--- src/rtl/branch_resolve_unit.sv ---
// ---------------------------------------------------------------------------
// branch_resolve_unit
//
// Execute-stage branch resolution and predictor-update control. Captures the
// fetch-time prediction tags of each beq/bne as it moves from decode into
// execute. It compares the prediction with the real outcome from the EX
// comparator and drives the fetch stage's redirect, flush and update controls.
//
// Optional feature: define BRU_STATS_EN to build saturating branch and
// mispredict counters. When it is undefined, the counter ports read 0.
//
// Ports
//   clk, reset               rising-edge clock, async active-high reset
//   ID_EX_write              1 = advance D->E, 0 = hold E state (stall)
//   flush_in                 external squash of the D-stage instruction
//   opcode_D                 decode opcode (beq 6'b000100, bne 6'b000101)
//   prediction_D, hit_D      fetch-time direction prediction / BTB hit
//   GHR_D, Pc_D              fetch-time history snapshot / PC low bits
//   zero_E                   EX comparator result, rs == rt
//   branch_E, bne_E          one pulse per resolving beq / bne
//   real_Value_E             actual direction of the resolving branch
//   Pc_E, Pc_Xor_GR_E        E-stage PC and PC ^ GHR predictor index
//   selectCorrectTarget      redirect to the BTB target read at Pc_E
//   selectCorrectPcPlus1     redirect to Pc_E + 1
//   select_hit               either redirect is active
//   flush, flush_hit         squash IF/ID (not-taken / taken mispredict)
//   mispredict_count,
//   branch_count             statistics (BRU_STATS_EN only)
//   fsm_state_o              debug view of the RUN/RECOVER state
//
// Handshake: this block has no valid/ready pair. ID_EX_write acts as the
// stage-advance enable. The resolve outputs are combinational and valid
// only in the cycle they pulse.
// ---------------------------------------------------------------------------
module branch_resolve_unit #(
    parameter int PC_W  = 5,
    parameter int GHR_W = 4,
    parameter int CNT_W = 16
) (
    input  logic             clk,
    input  logic             reset,
    input  logic             ID_EX_write,
    input  logic             flush_in,
    input  logic [5:0]       opcode_D,
    input  logic             prediction_D,
    input  logic             hit_D,
    input  logic [GHR_W-1:0] GHR_D,
    input  logic [PC_W-1:0]  Pc_D,
    input  logic             zero_E,
    output logic             branch_E,
    output logic             bne_E,
    output logic             real_Value_E,
    output logic [PC_W-1:0]  Pc_E,
    output logic [GHR_W-1:0] Pc_Xor_GR_E,
    output logic             selectCorrectTarget,
    output logic             select_hit,
    output logic             selectCorrectPcPlus1,
    output logic             flush,
    output logic             flush_hit,
    output logic [CNT_W-1:0] mispredict_count,
    output logic [CNT_W-1:0] branch_count,
    output logic             fsm_state_o
);

    localparam logic [5:0] OP_BEQ = 6'b000100;
    localparam logic [5:0] OP_BNE = 6'b000101;

    typedef enum logic {RUN = 1'b0, RECOVER = 1'b1} state_t;

    state_t             state_q, state_d;
    logic               valid_q, valid_d;
    logic               is_bne_q, pred_q, hit_q, fired_q, fired_d;
    logic [GHR_W-1:0]   ghr_q;
    logic [PC_W-1:0]    pc_q;

    logic fire, real_taken, redir, mis_nt, mis_t, mispredict, is_branch_D;

    assign is_branch_D = (opcode_D == OP_BEQ) || (opcode_D == OP_BNE);

    // In RECOVER, E holds the wrong-path bubble, so nothing may resolve.
    assign fire       = valid_q && !fired_q && (state_q == RUN);
    assign real_taken = is_bne_q ? !zero_E : zero_E;
    // Fetch only left the sequential path when it predicted taken and had a target.
    assign redir      = pred_q && hit_q;
    assign mis_nt     = fire && redir && !real_taken;
    assign mis_t      = fire && !redir && real_taken;
    assign mispredict = mis_nt || mis_t;

    assign branch_E             = fire && !is_bne_q;
    assign bne_E                = fire && is_bne_q;
    assign real_Value_E         = fire && real_taken;
    assign selectCorrectPcPlus1 = mis_nt;
    assign flush                = mis_nt;
    assign selectCorrectTarget  = mis_t;
    assign flush_hit            = mis_t;
    assign select_hit           = mispredict;

    assign Pc_E        = pc_q;
    assign Pc_Xor_GR_E = pc_q[GHR_W-1:0] ^ ghr_q;
    assign fsm_state_o = state_q;

    always_comb begin
        state_d = (state_q == RUN) ? (mispredict ? RECOVER : RUN) : RUN;
        // A mispredict squashes the D instruction, so it enters E as a bubble.
        valid_d = is_branch_D && !flush_in && !mispredict;
        // While stalled, remember that this branch already resolved once.
        fired_d = fired_q || fire;
    end

    always_ff @(posedge clk or posedge reset) begin
        if (reset) begin
            state_q  <= RUN;
            valid_q  <= 1'b0;
            is_bne_q <= 1'b0;
            pred_q   <= 1'b0;
            hit_q    <= 1'b0;
            fired_q  <= 1'b0;
            ghr_q    <= '0;
            pc_q     <= '0;
        end else begin
            state_q <= state_d;
            if (ID_EX_write) begin
                valid_q  <= valid_d;
                is_bne_q <= (opcode_D == OP_BNE);
                pred_q   <= prediction_D;
                hit_q    <= hit_D;
                ghr_q    <= GHR_D;
                pc_q     <= Pc_D;
                fired_q  <= 1'b0;
            end else begin
                fired_q  <= fired_d;
            end
        end
    end

`ifdef BRU_STATS_EN
    logic [CNT_W-1:0] br_cnt_q, mis_cnt_q;

    always_ff @(posedge clk or posedge reset) begin
        if (reset) begin
            br_cnt_q  <= '0;
            mis_cnt_q <= '0;
        end else begin
            if (fire && (br_cnt_q != '1))
                br_cnt_q <= br_cnt_q + 1'b1;
            if (mispredict && (mis_cnt_q != '1))
                mis_cnt_q <= mis_cnt_q + 1'b1;
        end
    end

    assign branch_count     = br_cnt_q;
    assign mispredict_count = mis_cnt_q;
`else
    assign branch_count     = '0;
    assign mispredict_count = '0;
`endif

endmodule

--- config.mk ---
export PLATFORM = sky130hd
export DESIGN_NAME = branch_resolve_unit
export DESIGN_NICKNAME = d
export VERILOG_FILES = /design/src/rtl/branch_resolve_unit.sv
export SDC_FILE = /design/constraint.sdc
export NUM_CORES = 1
export LEC_CHECK = 0
export CAP_MARGIN = 20
export CELL_PAD_IN_SITES_DETAIL_PLACEMENT = 0
export CELL_PAD_IN_SITES_GLOBAL_PLACEMENT = 1
export CORE_ASPECT_RATIO = 0.7
export CORE_MARGIN = 5
export CORE_UTILIZATION = 25
export DETAILED_ROUTE_END_ITERATION = 7
export GPL_ROUTABILITY_DRIVEN = 1
export PLACE_DENSITY = 0.84
export SLEW_MARGIN = 20
export SYNTH_ARGS = -nofsm -noshare
export SYNTH_HDL_FRONTEND = slang
export SYNTH_SLANG_ARGS = --single-unit
--- constraint.sdc ---
create_clock -name clk -period 2.9 [get_ports clk]
set_input_delay 0.58 -clock clk [delete_from_list [all_inputs] [get_ports clk]]
set_output_delay 0.58 -clock clk [all_outputs]
set_load 0.01 [all_outputs]
## Word-level counts from Yosys, hierarchy flattened

Index checks and enable logic that the tools add are counted.

- Equal/unequal tests: 2
- Multiplexer cells: 4
- Bitwise operators: 2
- Reduce and logical (&&, ||, !) cells: 22

Operators by type and width:

| kind | count |
|---|---|
| $eq 6x3->1 const B | 2 |
| $logic_and 1x1->1 | 12 |
| $logic_not 1->1 | 7 |
| $mux 1 | 4 |
| $xor 4x4->4 | 1 |
| $logic_or 1x1->1 | 3 |
| $not 1->1 | 1 |

- Register bits after elaboration: 15
- Input port bits: 22
- Output and inout bits: 50

## Depth between registers and ports, before layout

Gate-level depths: netlist (run 1).

- Depth in word-level cells: 8
- Gate-level depth with buffers: 5
- Depth with buffers taken out: 3

## Worst setup path after synthesis (run 1)

Ideal clock, no wire load.

- Kind: register to output
- Start point: reg state_q, in the netlist fsm_state_o
- End point: out selectCorrectTarget
- Arrival: 1,340 ps
- Setup slack: 980 ps
- Cell stages (with the launch flop): 6
- Path buffers: 2
- Cell sequence: dfrtp_1 or3b_1 buf_6 nor2_4 and2_1 buf_4

- Cells in the longest elaborated chain, start to end: 4

RTL lines:

| item | RTL line | text |
|---|---|---|
| start, declared | 70 | `state_t state_q, state_d;` |
| start signal, assigned | 121 | `state_q <= state_d;` |
| $not 1->1 | n/a |  |
| $logic_and 1x1->1 | 81 | `assign fire = valid_q && !fired_q && (state_q == RUN);` |
| $logic_and 1x1->1 (2 in series) | 86 | `assign mis_t = fire && !redir && real_taken;` |
| end, declared | 55 | `output logic selectCorrectTarget,` |

No other way between the ends.

## Worst setup path after layout (run 1)

- Start point: in zero_E
- End point: out select_hit

- Cells in the longest elaborated chain, start to end: 5

RTL lines:

| item | RTL line | text |
|---|---|---|
| start, declared | 49 | `input logic zero_E,` |
| $logic_not 1->1 | 82 | `assign real_taken = is_bne_q ? !zero_E : zero_E;` |
| $mux 1 * | 82 |  |
| $logic_not 1->1 | 85 | `assign mis_nt = fire && redir && !real_taken;` |
| $logic_and 1x1->1 | 85 |  |
| $logic_or 1x1->1 * | 87 | `assign mispredict = mis_nt \|\| mis_t;` |
| end, declared | 56 | `output logic select_hit,` |

Mark *: on every way between the ends. The rest lies on a longest branch, timed or not.

==> qor.csv, run 1 <==
metric,value,unit
antenna_found_initial,0,
reg2regPathDepth,4,
io_pins,72,
rows,18,
cp_slowest_cell,clkdlybuf4s50_1,
rsz0062_at_grt,false,
ctsHoldBuffers,0,
drc,0,
cp.depth,5,
htreeDepth,1,
setup-violations-final,0,
whs,0.5032,ns
drv_slew,0,
gr-usage-met1,8.207,%
vdd_drop_max,0.0002148,V
clock-sinks,15,
yosysSeqAreaShare,39.01,%
p_switching,0.1411,mW
grtUsageMet2,13.26,%
via_count,636,
wl,2.096,mm
place_inst,179,
crit_chain,clkdlybuf4s50_1 > xnor2_2 > xor2_1 > nor2b_1 > clkdlybuf4s50_1,
skew,0.002793,ns
p_leak,0.5831,nW
slowest_delay,0.55,ns
critPathBufInv,2,
pwr-share-comb,26.4,%
critPathMostFrequentCell,clkdlybuf4s50_1,
yosys_warnings,0,
power.density,413.7,nW/um^2
drv_cap,0,
max-slew-margin-rel,61.55,%
clk_latency,0.24,ns
clkPwrFrac,30.1,%
globalplace.congestion,0.7074,
r2r_slack,1.68,ns
end_kind,output port,
instances_no_fill,183,
synth_cells,93,
fmax,354.3,MHz
hpwl,1.752,mm
path_clk_slew,0.06,ns
grtUsageTotal,7.362,%
via_per_inst,3.475,
grt_pass1_vias,623,
critPathKind,input port to output port,
period_needed,2.822,ns
ys_ff_latch,15,
pwr-share-seq,43.5,%
grt_max_degree,16,
hold_viol_final,0,
ant_nets,0,
drtPass1Iterations,2,
arrival,2.24,ns
drive_gt1_share,13.53,%
post_cts_buffers,0,
worst_hold_startpoint,fired_q,
reg2reg_from,is_bne_q,
internal_power,0.4050,mW
cts_tree,built,
rr_endpoint,fsm_state_o,
clockBufferDepth,2,
drt_iter0_markers,14,
fin_nets,156,
wl_per_cell,11.45,um
min_path_type,flop to flop,
num_antenna_cells,0,
power,0.5461,mW
critPathTopFamily,buffers and inverters,
worst_ep_required_time,2.32,ns
dieArea,5209,um^2
synth.avg_cell_area,10.35,um^2
grt.busiest_layer,met2,
start_kind,input port,
min_to,fired_q,
cts_resized,0,
use_met3,2.767,%
cts_buffers,3,
port_buffers,39,
grt_pass1_wl,2.925,mm
fp.dieH,61.91,um
cts-root-buf,clkbuf_8,
netlist_area,962.2,um^2
outcome,"finished, final reports clean",
min_path_cells,2,
area_growth,37.19,%
tns,0,ns
coreArea,3626,um^2
switching_share,25.84,%
ys_types,20,
cp_max_fo,3,
grt.overflow.total,0,
initial_utilization,26.54,%
tightest_slew,0.5761,ns
die_w,84.15,um
fin_crit_sh,97.32,%
==> sequential cells by signal (all words and copies together) (netlist names) <==
register     cells
Pc_E             5
ghr_q            4
fired_q          1
fsm_state_o      1
hit_q            1
is_bne_q         1
pred_q           1
valid_q          1
==> layout make-up <==
type / instances / area (um^2)
fill: 375 / 2306
multi-input combinational: 70 / 420.4
timing repair buffer: 41 / 405.4
sequential: 15 / 375.4
tap: 50 / 62.56
clock buffer: 4 / 45.04
inverter: 3 / 11.26
==> worst register-to-register path, delay by kind of cell, from the launching register on <==
kind	cells	cell delay, ns
xor gates and xnor gates	2	0.48
buffers and inverters	1	0.14
DFF	1	0.42
and+or+nand+nor	1	0.11
==> cell families after synthesis <==
kind of cell / synth area share (%)
other: 0.3897
AOI/OAI and AO/OA: 2.080
xor gates and xnor gates: 6.242
buffers and inverters: 29.39
and+or+nand+nor: 10.01
muxes: 12.87
DFF: 39.01
==> stage by stage <==
stage	instance area [um^2]	utilization (%)	setup slack (ns)
floorplan	1079	-	0.9802
global placement	1275	35.16	0.1180
detailed placement	1275	35.16	0.08686
CTS	1320	36.40	0.07302
global route	1320	36.40	0.0003764
finish	1320	36.40	0.07766
==> cell usage after synthesis <==
library cell | n | share of area [%]
nor4bb_1 | 1 | 1.0
nor3_1 | 1 | 0.52
xnor2_2 | 1 | 1.7
buf_2 | 1 | 0.52
nor2_1 | 6 | 2.3
nand2_1 | 1 | 0.39
inv_1 | 3 | 1.2
conb_1 | 1 | 0.39
o21ai_0 | 1 | 0.52
dfrtp_1 | 15 | 39
nor2b_1 | 3 | 2.0
and2_1 | 1 | 0.65
nor2_4 | 1 | 1.2
or3b_1 | 1 | 0.91
buf_6 | 1 | 1.2
nand3_1 | 2 | 1.0
buf_4 | 34 | 27
a21oi_1 | 3 | 1.6
xor2_1 | 5 | 4.6
mux2_2 | 11 | 13
==> cells in the final DEF, fill, tap and decap left out <==
master	count
nand3_1	2
nand2_1	1
xor2_1	5
o21ai_0	1
clkdlybuf4s50_1	39
mux2_2	11
and2_1	1
conb_1	32
a21oi_1	3
nor4bb_1	1
nor2b_1	3
or3b_1	1
nor2_1	6
nor2_4	1
buf_4	2
nor3_1	1
inv_1	3
dfrtp_1	15
clkbuf_8	3
xnor2_2	1
clkbuf_1	1
==> worst max path at each step <==
stage | startpoint | end | slack, ns
5_1_grt | zero_E | select_hit | 0.0004
3_5_place_dp | zero_E | select_hit | 0.09
3_3_place_gp | zero_E | select_hit | 0.12
4_1_cts | zero_E | select_hit | 0.07
2_1_floorplan | fsm_state_o | selectCorrectTarget | 0.98
6_report | zero_E | select_hit | 0.08
==> metal layers <==
layer	wire length [um]	part of all wire (%)
met5	0	0
met4	30	1.4
met3	128	6.1
met2	1103	53
met1	833	40
==> power groups by stage <==
stage | combinational [mW] | clock, mW | sequential, mW
finish | 0.144 | 0.164 | 0.238
global route | 0.156 | 0.185 | 0.240
CTS | 0.145 | 0.173 | 0.238
detailed placement | 0.145 | 0 | 0.242
global placement | 0.142 | 0 | 0.241
floorplan | 0.0950 | 0 | 0.243
Note: power is estimated with default switching activity, not from simulation.
==> inputs of run 2 (changes only) <==
SLEW_MARGIN = default   (was 20)
==> results of run 2 <==
The final DEF is identical to that of run 1; final timing and power are the same.
==> inputs of run 3 (changes only) <==
CORE_MARGIN = 10   (was 5)
REMOVE_ABC_BUFFERS = 1   (was default)
SLEW_MARGIN = 20   (was default)
==> run 3 against run 2 <==
Against the previous run: total power hardly changed; clock power hardly changed; register-to-register slack hardly changed; sequential share of layout area is 0.16 points lower; via count is 3.8% higher; setup slack better by 0.075 ns; sequential power hardly changed; non-clock buffer count stayed put; first-iteration DRC count is 93% higher; hold slack worse by 0.0089 ns; global-route usage is 0.30 points lower.
==> qor.csv, run 3 (synthesis results as in run 1) <==
metric,value,unit
fp.dieH,71.91,um
power.density,411.3,nW/um^2
htreeDepth,1,
wl,2.523,mm
hpwl,2.284,mm
wl_per_cell,13.79,um
path_clk_slew,0.06,ns
drv_cap,0,
cts-root-buf,clkbuf_8,
setup-violations-final,0,
clock-sinks,15,
grt_pass1_wl,3.850,mm
start_kind,input port,
drt_iter0_markers,27,
grt.overflow.total,0,
skew,0.001033,ns
rows,18,
ant_nets,0,
cp_slowest_cell,clkdlybuf4s50_1,
critPathKind,input port to output port,
outcome,"finished, final reports clean",
layout_common_cells,"clkdlybuf4s50_1, conb_1, dfrtp_1, mux2_2, nor2_1",
place_area,1267,um^2
dieArea,6770,um^2
clockBufferDepth,2,
worst_ep_required_time,2.32,ns
largest_register_ffs,5,
period_needed,2.747,ns
fillers,387,
p_leak,0.5855,nW
initial_utilization,26.70,%
tns,0,ns
clk_latency,0.24,ns
crit_chain,clkdlybuf4s50_1 > xnor2_2 > buf_4 > nor2_4 > and2_1 > clkdlybuf4s50_1,
cp-startpoint,zero_E,
cp_max_fo,3,
drv_slew,0,
end_kind,output port,
grtUsageTotal,7.065,%
arrival,2.17,ns
utilization,36.84,%
drc,0,
grt_max_degree,16,
cts_buffers,3,
die_w,94.15,um
min_path_type,flop to flop,
area_growth,37.97,%
layout_commonest_cell,clkdlybuf4s50_1,
drive_gt1_share,14.29,%
fin_nets,156,
antenna_found_initial,0,
coreArea,3603,um^2
min_path_cells,2,
reg2regPathDepth,3,
cts_tree,built,
num_antenna_cells,0,
power,0.5461,mW
drtPass1Iterations,3,
slowest_delay,0.54,ns
tightest_slew,0.5828,ns
fin_crit_sh,94.72,%
max-slew-margin-rel,61.10,%
via_count,660,
critPathMostFrequentCell,clkdlybuf4s50_1,
globalplace.congestion,0.6800,
worst_hold_startpoint,fired_q,
reg2reg_from,fsm_state_o,
grt_pass1_vias,765,
final_area,1328,um^2
fmax,364.0,MHz
via_per_inst,3.607,
rsz0062_at_grt,false,
vdd_drop_max,0.0002099,V
hold_viol_final,0,
io_pins,72,
port_buffers,39,
==> run 3: cell counts in the layout (fill, tap and decap cells not counted) <==
No cell type changed its count.
==> run 3: cell type report <==
type	count	area [um^2]	area share (%)
clock buffer	4	45.04	3.393
inverter	3	11.26	0.8483
multi-input combinational	70	427.9	32.23
sequential	15	375.4	28.28
tap	50	62.56	4.713
timing repair buffer	41	405.4	30.54
==> run 3: worst max-delay path, delay by kind of cell <==
family                    cells  cell delay (ns)
and+or+nand+nor               2             0.24
xor gates and xnor gates      1             0.19
buffers and inverters         3             1.16
==> run 3: timing repair <==
item | 4_1_cts | 5_1_grt
resized for setup | 0 | 1
hold buffers | 0 | 0
setup buffers | 0 | 1
endpoints found under the setup margin | 0 | 1
hold endpoints to repair | 0 | 0
==> run 3: final timing paths <==
kind	to	slack, ns
min in group asynchronous	hit_q	0.70
min	fired_q	0.49
max in group asynchronous	ghr_q[0]	1.82
max	selectCorrectTarget	0.15
min reg2reg	fired_q	0.49
max reg2reg	valid_q	1.68
==> run 3: power breakdown <==
group / switching, mW / internal [mW] / leakage, nW
sequential: 0.0119 / 0.226 / 0.184
clock: 0.0652 / 0.0970 / 0.0228
combinational: 0.0649 / 0.0815 / 0.378
==> run 3: metrics by stage <==
step | hold slack (ns) | worst slack (ns) | std cells
2_1_floorplan | 0.4561 | 1.060 | 88
3_3_place_gp | 0.4719 | 0.08645 | 178
3_5_place_dp | 0.4888 | 0.02711 | 178
4_1_cts | 0.5018 | 0.02483 | 182
5_1_grt | 0.5252 | 0.01967 | 183
6_report | 0.4943 | 0.1531 | 183
==> run 3: metal layers <==
layer	GRT usage, %	vias up	part of all wire [%]
met5	0	-	0
met4	2.689	0	2.3
met3	2.364	4	8.6
met2	14.36	31	57
met1	6.179	316	32
li1	-	309	-
